<file path="src/rtl/dut_pkt_pkg.sv">
// -----------------------------------------------------------------------------
// dut_pkt_pkg
//   Shared definitions for the store-and-forward packet engine: CPU register
//   addresses, CTRL bit positions, the TX state encoding and the 9-bit FIFO
//   entry layout {last, data}.
// -----------------------------------------------------------------------------
package dut_pkt_pkg;

    // CPU register map
    localparam logic [7:0] ADDR_CTRL    = 8'h00;
    localparam logic [7:0] ADDR_RXCNT   = 8'h01;
    localparam logic [7:0] ADDR_TXCNT   = 8'h02;
    localparam logic [7:0] ADDR_DROPCNT = 8'h03;
    localparam logic [7:0] ADDR_STATUS  = 8'h04;
    localparam logic [7:0] ADDR_ID      = 8'h05;

    // CTRL bit indices and the mask of implemented CTRL bits
    localparam int         CTRL_TX_EN = 0;
    localparam int         CTRL_RX_EN = 1;
    localparam logic [7:0] CTRL_MASK  = 8'h03;

    typedef enum logic [1:0] {
        TX_IDLE = 2'd0,
        TX_SEND = 2'd1,
        TX_GAP  = 2'd2
    } tx_state_e;

    typedef struct packed {
        logic       last;   // final byte of a packet
        logic [7:0] data;
    } fifo_entry_t;

endpackage

</file>
<file path="src/rtl/pkt_sync_fifo.sv">
// -----------------------------------------------------------------------------
// pkt_sync_fifo
//   Single-clock first-word-fall-through FIFO of fifo_entry_t entries.
//   Ports:
//     clk, rst_n   clock; asynchronous active-high reset (1 = reset)
//     push, wdata  write one entry (ignored when full)
//     pop          discard the head entry (ignored when empty)
//     rdata        current head entry (valid while !empty)
//     full, empty  occupancy flags
//     free_cnt     number of free entries (0..DEPTH)
// -----------------------------------------------------------------------------
module pkt_sync_fifo
    import dut_pkt_pkg::*;
#(
    parameter int DEPTH = 64        // power of 2
) (
    input  logic                      clk,
    input  logic                      rst_n,
    input  logic                      push,
    input  fifo_entry_t               wdata,
    input  logic                      pop,
    output fifo_entry_t               rdata,
    output logic                      full,
    output logic                      empty,
    output logic [$clog2(DEPTH):0]    free_cnt
);

    localparam int AW = $clog2(DEPTH);
    localparam logic [AW:0] DEPTH_V = (AW + 1)'(DEPTH);

    fifo_entry_t   mem [DEPTH];
    logic [AW-1:0] wr_ptr;
    logic [AW-1:0] rd_ptr;
    logic [AW:0]   count;
    logic          do_push;
    logic          do_pop;

    assign do_push = push && !full;
    assign do_pop  = pop && !empty;

    // NOTE: the storage array is deliberately not reset; pointers and count
    // alone decide which entries are valid, so clearing them empties the FIFO.
    always_ff @(posedge clk) begin
        if (do_push) begin
            mem[wr_ptr] <= wdata;
        end
    end

    // NOTE: sequential state uses non-blocking assignments so every flop
    // samples pre-edge values regardless of statement order.
    always_ff @(posedge clk or posedge rst_n) begin
        if (rst_n) begin
            wr_ptr <= '0;
            rd_ptr <= '0;
            count  <= '0;
        end else begin
            if (do_push) wr_ptr <= wr_ptr + 1'b1;
            if (do_pop)  rd_ptr <= rd_ptr + 1'b1;
            case ({do_push, do_pop})
                2'b10:   count <= count + 1'b1;
                2'b01:   count <= count - 1'b1;
                default: count <= count;
            endcase
        end
    end

    assign rdata    = mem[rd_ptr];
    assign full     = (count == DEPTH_V);
    assign empty    = (count == '0);
    assign free_cnt = DEPTH_V - count;

endmodule

</file>
<file path="src/rtl/dut_pkt_engine.sv">
// -----------------------------------------------------------------------------
// dut_pkt_engine
//   Store-and-forward byte-packet engine. Whole packets received on
//   rxd/rx_vld are buffered in a FIFO and replayed unchanged on txd/tx_vld.
//   A CPU register port exposes control, counters, status and a device ID.
//   Ports:
//     clk            single clock, posedge
//     rst_n          asynchronous reset, active-high (1 = reset)
//     addr/rw/din    CPU access: rw=1 writes din to addr at the clock edge
//     dout           registered read data (1-cycle latency, held while rw=1)
//     rxd/rx_vld     receive byte stream; packet = run of rx_vld=1 cycles
//     txd/tx_vld     transmit byte stream; packet = run of tx_vld=1 cycles
// -----------------------------------------------------------------------------
module dut_pkt_engine
    import dut_pkt_pkg::*;
#(
    parameter int         FIFO_DEPTH = 64,
    parameter int         MAX_PKT    = 16,
    parameter logic [7:0] DEV_ID     = 8'hA5
) (
    input  logic       clk,
    input  logic       rst_n,
    input  logic [7:0] addr,
    input  logic       rw,
    input  logic [7:0] din,
    output logic [7:0] dout,
    input  logic [7:0] rxd,
    input  logic       rx_vld,
    output logic [7:0] txd,
    output logic       tx_vld
);

    localparam int FAW = $clog2(FIFO_DEPTH);
    localparam int BCW = $clog2(MAX_PKT + 1);
    localparam logic [FAW:0]   MAX_PKT_F = (FAW + 1)'(MAX_PKT);
    localparam logic [BCW-1:0] MAX_PKT_B = BCW'(MAX_PKT);
    localparam logic [FAW:0]   SAT_LIMIT = (FAW + 1)'(15);

    // Registers
    logic [7:0]  ctrl;
    logic [7:0]  rx_cnt;
    logic [7:0]  tx_cnt;
    logic [7:0]  drop_cnt;
    logic [FAW:0] pkt_count;     // committed packets in FIFO (up to FIFO_DEPTH)

    // RX path
    logic           rx_vld_q;
    logic           rx_acc;      // current packet was admitted
    logic [BCW-1:0] byte_cnt;    // bytes kept so far in current packet
    logic [7:0]     pend_data;   // last kept byte, pushed once its 'last' flag is known
    logic           pkt_start;
    logic           pkt_end;
    logic           admit;
    logic           take;
    logic           commit;
    logic           drop_inc;
    logic [BCW-1:0] cnt_eff;

    // FIFO interface
    logic           fifo_push;
    fifo_entry_t    fifo_wdata;
    logic           fifo_pop;
    fifo_entry_t    fifo_rdata;
    logic           fifo_full;
    logic           fifo_empty;
    logic [FAW:0]   fifo_free;

    // TX path
    tx_state_e state_q;
    tx_state_e state_d;
    logic      tx_done;

    // CPU
    logic [7:0] rd_data;
    logic [3:0] pkt_sat;

    // ---------------------------------------------------------------- RX ---
    // Each kept byte is parked in pend_data and pushed when the next kept byte
    // arrives; the commit cycle pushes the parked byte with last=1, which also
    // covers 1-byte packets.
    assign pkt_start = rx_vld && !rx_vld_q;
    assign pkt_end   = !rx_vld && rx_vld_q;
    assign admit     = ctrl[CTRL_RX_EN] && (fifo_free >= MAX_PKT_F);
    assign cnt_eff   = pkt_start ? '0 : byte_cnt;
    assign take      = rx_vld && (pkt_start ? admit : rx_acc) && (cnt_eff < MAX_PKT_B);
    assign commit    = pkt_end && rx_acc;
    assign drop_inc  = pkt_start && !admit && ctrl[CTRL_RX_EN];

    assign fifo_push       = commit || (take && (cnt_eff != '0));
    assign fifo_wdata.last = commit;
    assign fifo_wdata.data = pend_data;

    always_ff @(posedge clk or posedge rst_n) begin
        if (rst_n) begin
            rx_vld_q  <= 1'b0;
            rx_acc    <= 1'b0;
            byte_cnt  <= '0;
            pend_data <= '0;
        end else begin
            rx_vld_q <= rx_vld;
            if (pkt_start)    rx_acc <= admit;
            else if (pkt_end) rx_acc <= 1'b0;
            if (take) begin
                pend_data <= rxd;
                byte_cnt  <= cnt_eff + 1'b1;
            end
        end
    end

    pkt_sync_fifo #(
        .DEPTH (FIFO_DEPTH)
    ) u_fifo (
        .clk      (clk),
        .rst_n    (rst_n),
        .push     (fifo_push),
        .wdata    (fifo_wdata),
        .pop      (fifo_pop),
        .rdata    (fifo_rdata),
        .full     (fifo_full),
        .empty    (fifo_empty),
        .free_cnt (fifo_free)
    );

    // ---------------------------------------------------------------- TX ---
    always_ff @(posedge clk or posedge rst_n) begin
        if (rst_n) state_q <= TX_IDLE;
        else       state_q <= state_d;
    end

    always_comb begin
        state_d = state_q;
        case (state_q)
            TX_IDLE: if (ctrl[CTRL_TX_EN] && (pkt_count != '0)) state_d = TX_SEND;
            TX_SEND: if (tx_done) state_d = TX_GAP;
            TX_GAP:  state_d = TX_IDLE;
            default: state_d = TX_IDLE;
        endcase
    end

    // NOTE: every signal assigned in a combinational block gets a default
    // first, so no path can leave it unassigned and infer a latch.
    always_comb begin
        fifo_pop = 1'b0;
        tx_done  = 1'b0;
        if (state_q == TX_SEND && !fifo_empty) begin
            fifo_pop = 1'b1;
            tx_done  = fifo_rdata.last;
        end
    end

    always_ff @(posedge clk or posedge rst_n) begin
        if (rst_n) begin
            tx_vld <= 1'b0;
            txd    <= '0;
        end else begin
            tx_vld <= fifo_pop;
            txd    <= fifo_pop ? fifo_rdata.data : 8'h00;
        end
    end

    // --------------------------------------------------- registers / CPU ---
    always_ff @(posedge clk or posedge rst_n) begin
        if (rst_n) begin
            ctrl      <= '0;
            rx_cnt    <= '0;
            tx_cnt    <= '0;
            drop_cnt  <= '0;
            pkt_count <= '0;
        end else begin
            if (rw && addr == ADDR_CTRL) ctrl <= din & CTRL_MASK;

            // A CPU clear in the same cycle as an increment wins.
            if (rw && addr == ADDR_RXCNT)        rx_cnt <= '0;
            else if (commit)                     rx_cnt <= rx_cnt + 1'b1;
            if (rw && addr == ADDR_TXCNT)        tx_cnt <= '0;
            else if (tx_done)                    tx_cnt <= tx_cnt + 1'b1;
            if (rw && addr == ADDR_DROPCNT)      drop_cnt <= '0;
            else if (drop_inc)                   drop_cnt <= drop_cnt + 1'b1;

            // Commit and completion in the same cycle cancel out.
            case ({commit, tx_done})
                2'b10:   pkt_count <= pkt_count + 1'b1;
                2'b01:   pkt_count <= pkt_count - 1'b1;
                default: pkt_count <= pkt_count;
            endcase
        end
    end

    assign pkt_sat = (pkt_count > SAT_LIMIT) ? 4'hF : pkt_count[3:0];

    always_comb begin
        rd_data = 8'h00;
        case (addr)
            ADDR_CTRL:    rd_data = ctrl;
            ADDR_RXCNT:   rd_data = rx_cnt;
            ADDR_TXCNT:   rd_data = tx_cnt;
            ADDR_DROPCNT: rd_data = drop_cnt;
            ADDR_STATUS:  rd_data = {pkt_sat, 1'b0, (state_q != TX_IDLE), fifo_full, fifo_empty};
            ADDR_ID:      rd_data = DEV_ID;
            default:      rd_data = 8'h00;
        endcase
    end

    always_ff @(posedge clk or posedge rst_n) begin
        if (rst_n)    dout <= '0;
        else if (!rw) dout <= rd_data;
    end

endmodule

</file>
<file path="config.mk">
export PLATFORM = sky130hd
export DESIGN_NAME = dut_pkt_engine
export DESIGN_NICKNAME = d
export VERILOG_FILES = /design/src/rtl/dut_pkt_pkg.sv /design/src/rtl/pkt_sync_fifo.sv /design/src/rtl/dut_pkt_engine.sv
export SDC_FILE = /design/constraint.sdc
export NUM_CORES = 1
export LEC_CHECK = 0
export CAP_MARGIN = 20
export CORE_MARGIN = 2
export CORE_UTILIZATION = 45
export DETAILED_ROUTE_END_ITERATION = 10
export HOLD_SLACK_MARGIN = 0.06
export PLACE_DENSITY = 0.62
export SYNTH_ARGS = -nofsm -noshare
export SYNTH_HDL_FRONTEND = slang
export SYNTH_HIERARCHICAL = 1
export SYNTH_SLANG_ARGS = --single-unit
</file>
<file path="constraint.sdc">
create_clock -name clk -period 5.6 [get_ports clk]
set_input_delay 1.68 -clock clk [delete_from_list [all_inputs] [get_ports clk]]
set_output_delay 1.68 -clock clk [all_outputs]
set_load 0.05 [all_outputs]
</file>
After elaboration in Yosys (flattened, before gate mapping)
Memories as Yosys holds them, arrays and structs flattened.
Index checks and enable logic that the tools add are counted.
{"block": "totals", "register_bits": 86, "mem_bits_rw": 576, "input_bits": 28, "word_cells": 102, "n_memories": 1}
{"block": "op_classes", "n_addsub": 11, "magnitude_cmp": 3, "eq_ne": 13, "n_mux": 22, "reduce_logical": 36}
{"memory": "u_fifo.mem", "words": 64, "word_bits": 9, "rd": 1, "rd_clocked_by_memory_dff": 0, "write_ports": 1, "line": "pkt_sync_fifo.sv:31", "source": "fifo_entry_t mem [DEPTH];"}
{"cell": "8-bit two-way mux", "n": 7}
{"cell": "8-bit case mux with 6 select lines", "n": 1}
{"cell": "7-bit case mux with 2 select lines", "n": 2}
{"cell": "8-bit by 1-bit adder with 8-bit output, second input constant", "n": 3}
{"cell": "1-bit logical AND", "n": 17}
{"cell": "8-bit by 2-bit equality test with 1-bit output, second input constant", "n": 2}
{"cell": "8-bit by 3-bit equality test with 1-bit output, second input constant", "n": 2}
{"cell": "7-bit by 1-bit adder with 7-bit output, second input constant", "n": 2}
{"cell": "2-bit nonzero test", "n": 7}
{"cell": "7-bit by 1-bit subtractor with 7-bit output, second input constant", "n": 2}
{"cell": "6-bit by 1-bit adder with 6-bit output, second input constant", "n": 2}
{"cell": "8-bit by 1-bit equality test with 1-bit output, second input constant", "n": 1}
{"cell": "8-bit zero test", "n": 1}
{"cell": "7-bit equality test, second input constant", "n": 1}
{"cell": "7-bit by 5-bit >= comparator with 1-bit output, second input constant", "n": 1}
{"cell": "7-bit by 4-bit > comparator with 1-bit output, second input constant", "n": 1}
{"cell": "7-bit zero test", "n": 1}
{"cell": "1-bit two-way mux", "n": 7}
{"cell": "7-bit nonzero test", "n": 1}
{"cell": "7-bit subtractor, first input constant", "n": 1}
{"cell": "2-bit by 1-bit equality test with 1-bit output, second input constant", "n": 3}
{"cell": "5-bit by 1-bit adder with 5-bit output, second input constant", "n": 1}
{"cell": "1-bit zero test", "n": 5}
{"cell": "5-bit < comparator, second input constant", "n": 1}
{"cell": "10 further kinds", "n": 13}

Longest topological paths before layout
Gate-level depths: netlist of run 1.
{"block": "logic_depth", "word_depth": 11, "depth_mapped": 20}

Modules after synthesis
The synthesis of run 1 kept the hierarchy.
{"mod": "pkt_sync_fifo", "n_inst": 1, "cells_per_inst": 1199, "area_each_um2": 23525.1, "seq_area_each_um2": 17772.0}
{"mod": "dut_pkt_engine", "n_inst": 1, "cells_per_inst": 339, "area_each_um2": 3544.6, "seq_area_each_um2": 1676.6}

Worst setup path before layout of run 1
Ideal clock, no wire load.
{"block": "synth_timing", "kind": "in2reg", "start": "in rx_vld", "end": "reg u_fifo.count[6]", "setup_ns": 0.079, "arrival_time_ns": 4.630, "path_slack_ns": 0.891, "path_stages": 16, "cell_sequence": "ha_1 -> clkbuf_1 -> nor2b_1 -> o21ai_4 -> buf_4 -> o21ai_0 -> and2_1 -> inv_1 -> ha_1 -> ha_1 -> nor2b_1 -> o21ai_1 -> a21boi_0 -> or4_1 -> nand3_1 -> xor2_1"}
{"block": "synth_between", "elab_chain_len": 9}
{"item": "start, declared", "line": "dut_pkt_engine.sv:28", "source": "input logic rx_vld,"}
{"item": "1-bit logical AND", "line": "dut_pkt_engine.sv:81", "source": "assign pkt_start = rx_vld && !rx_vld_q;"}
{"item": "5-bit two-way mux / 1-bit two-way mux (equally long branches)", "line": "dut_pkt_engine.sv:84, dut_pkt_engine.sv:85"}
{"item": "5-bit < comparator / 1-bit logical AND (equally long branches)", "line": "dut_pkt_engine.sv:85", "source": "assign take = rx_vld && (pkt_start ? admit : rx_acc) && (cnt_eff < MAX_PKT_B);"}
{"item": "1-bit logical AND", "line": "dut_pkt_engine.sv:85"}
{"item": "1-bit logical AND", "line": "dut_pkt_engine.sv:89", "source": "assign fifo_push = commit || (take && (cnt_eff != '0));"}
{"item": "1-bit logical OR *", "line": "dut_pkt_engine.sv:89"}
{"item": "via fifo_push", "line": "dut_pkt_engine.sv:60", "source": "logic fifo_push;"}
{"item": "1-bit logical AND *", "line": "pkt_sync_fifo.sv:38", "source": "assign do_push = push && !full;"}
{"item": "2-bit by 1-bit equality test with 1-bit output / 2-bit equality test (equally long branches)", "line": "pkt_sync_fifo.sv:59", "source": "case ({do_push, do_pop})"}
{"item": "7-bit case mux with 2 select lines / 2-bit nonzero test (equally long branches)"}
{"item": "end signal, assigned", "line": "pkt_sync_fifo.sv:60", "source": "2'b10: count <= count + 1'b1;"}
{"item": "end signal, assigned", "line": "pkt_sync_fifo.sv:61", "source": "2'b01: count <= count - 1'b1;"}
{"item": "end signal, assigned", "line": "pkt_sync_fifo.sv:62", "source": "default: count <= count;"}
{"item": "end, declared", "line": "pkt_sync_fifo.sv:34", "source": "logic [AW:0] count;"}
The timed path passes the listed nets; every way through them passes the cells marked *.
A chain may end at the register's enable or synchronous reset.

Final worst setup path of run 1
Same ends and word-level chain as after synthesis.

==> results of run 1 <==
power by group:
group | internal [W] | switching (W)
sequential | 0.00562 | 0.000253
combinational | 0.00113 | 0.00137
clock | 0.00247 | 0.00181
final cells by class:
class                      instances  area [µm²]  share of cell area
sequential                       662       19500               0.631
tap                              773         967              0.0314
inverter                          18        67.6             0.00219
multi-input combinational        770        7060               0.229
clock buffer                      93        1860              0.0602
clock inverter                    26         231             0.00750
timing repair buffer             144        1190              0.0385
worst reg2reg max path: stages, from the launching register on:
cell	delay, ps
dfrtp_4	730
and2_1	430
a22oi_1	340
nand3_1	190
o211ai_1	210
a21oi_1	70
o22ai_1	450
nor4bb_1	630
ha_1	300
xor2_1	150
ha_1	220
a21boi_0	180
o22ai_1	150
o21a_1	200
o31ai_1	260
xnor2_1	150
how the worst min path moves through the flow:
stage,start,endpoint,cells past startpoint
final,byte_cnt[4],byte_cnt[4],2
after global placement,dout[7],dout[7],2
after floorplan,byte_cnt[4],byte_cnt[4],2
after global routing,dout[1],dout[1],2
after CTS,byte_cnt[4],byte_cnt[4],2
after detailed placement,byte_cnt[4],byte_cnt[4],2
placed cells by master, fill, tap and decap left out, types with 34 or more instances in the layout:
cell type and count:
edfxtp_1 576, dfrtp_1 75, nor2b_1 34, mux2i_1 58, nand2_1 75, mux4_2 128
buf_4 105, clkdlybuf4s50_1 38, clkbuf_16 69, nor2_1 124
per-stage QoR:
step                area (µm²)  cells
floorplan                27000   1534
detailed placement       28800   2367
global route             30800   2486
global placement         28800   2367
finish                   30800   2486
CTS                      30800   2486
flip-flops by register name (all words and copies together), names as in the netlist:
register and cells:
rx_cnt 8, tx_vld 1, txd 8, rx_acc 1, pkt_count 7, byte_cnt 5
state_q 2, tx_cnt 8, u_fifo/mem 576, u_fifo/rd_ptr 6, drop_cnt 8, u_fifo/wr_ptr 6
rx_vld_q 1, dout 8, ctrl 2, u_fifo/count 7, pend_data 8
routing by layer:
| layer | track usage | routed length [µm] | vias up |
|---|---|---|---|
| met2 | 0.306 | 28100 | 408 |
| met1 | 0.268 | 25500 | 7292 |
| li1 | - | - | 6279 |
| met3 | 0.0305 | 3160 | 84 |
| met4 | 0.0664 | 1530 | 0 |
| met5 | 0 | 0 | - |
==> run metrics, run 1 <==
Max FO, Critical Path 9; max-cap violation count 0; worst r2r path cells 15; die area 62100 µm²; Ant. Diodes 0; crit path buf inv count 3; vias in the first global route 14.2k; drt initial violations 1169; Clock Pin Slew Worst Setup and Hold Paths 60 ps; clock skew 23.5 ps; worst slew pin tran 1010 ps; post-route clock period utilization 0.888; final hold vios 0; clock latency on the worst-skew pair 610 ps; CP required 6110 ps; Initial Util 0.456; Clock Tree Buf Depth 3; Final setup viols 0; critical path launch point rx_vld; critical path data arrival time 5490 ps; Die Span Y 249 µm; Detail Route Antenna Nets 0; Syn Area/Cell 17.6 µm²; nets 1712; area delta synth->final 14.1%; Hold-fix buffers, CTS 0; post-cts resize count 0; DR WL/cell 23.4 µm; # rows 89; Final WS setup 629 ps; post-place setup slack 40.9 ps; CTS tree built; Total Negative Setup Slacks 0 ps; largest net degree at the start of global routing 66; Core Util, Final 0.521; Peak supply drop 207 µV; initial antenna violation count 1; drt drc 0; Crit path max-delay family simple AND/OR/NAND/NOR gates; Slew headroom 0.325; IO buf count 38; # fillers 4735; slowest CP cell clkdlybuf4s50_1; end point of the critical path u_fifo/count[6]; I/O pin count 45; Tot Pwr 0.0127 W; fmax 0.201 GHz; Min Hold Slack 483 ps; min-delay worst type register to register; vias 14.1k; cells after synthesis 1534; outcome complete, no violations; TritonCTS Buffers 68; fraction of layout cells with a size suffix above 1 0.218; Global Route Usage Sum 0.191; Final GP Congestion 0.848; Setup Buffers After CTS 0; Die Wd 249 µm; Placeable Area 59200 µm²; CP Launch Type input pin; first-pass detailed-route iteration total 5; vias per std cell 5.66; CP most frequent cell ha_1; max-slew violation count 0; first-pass GRT wire length 88.9 mm; GR Overflow Total 0; Post-Syn Area 27000 µm²; FF-to-FF End pkt_count[6]; fin crit period 4970 ps; Synthesized Nets 1582; Pwr Density 410 nW/µm²; HPWL after detailed placement 36.7 mm; Worst Setup End Kind register; root buf cell clkbuf_16; WL final 58.3 mm; clk sink count 662; synth warn 6; CP max stage delay 490 ps; total number of H-tree levels 3; Leakage 10.3 nW; Critical Path Stages 17; r2r startpoint u_fifo/rd_ptr[2]; RSZ-0062 raised after global routing no; Reg2Reg Setup Slack 830 ps; Crit Path Class input pin to register; crit-path cells clkdlybuf4s50_1 > ha_1 > nand2_1 > nor2b_1 > o21ai_4 > o21ai_0 > buf_4 > and2_1 > inv_1 > ha_1 > ha_1 > nor2b_1 > o21ai_1 > a21boi_0 > or4_1 > nand3_1 > xor2_1
Power figures use the tool's default switching activity.
==> inputs of run 2 (changes only) <==
- SLEW_MARGIN: unset -> 20
==> results of run 2 <==
Same layout as run 1: the final DEF is identical, and so are final timing and power.
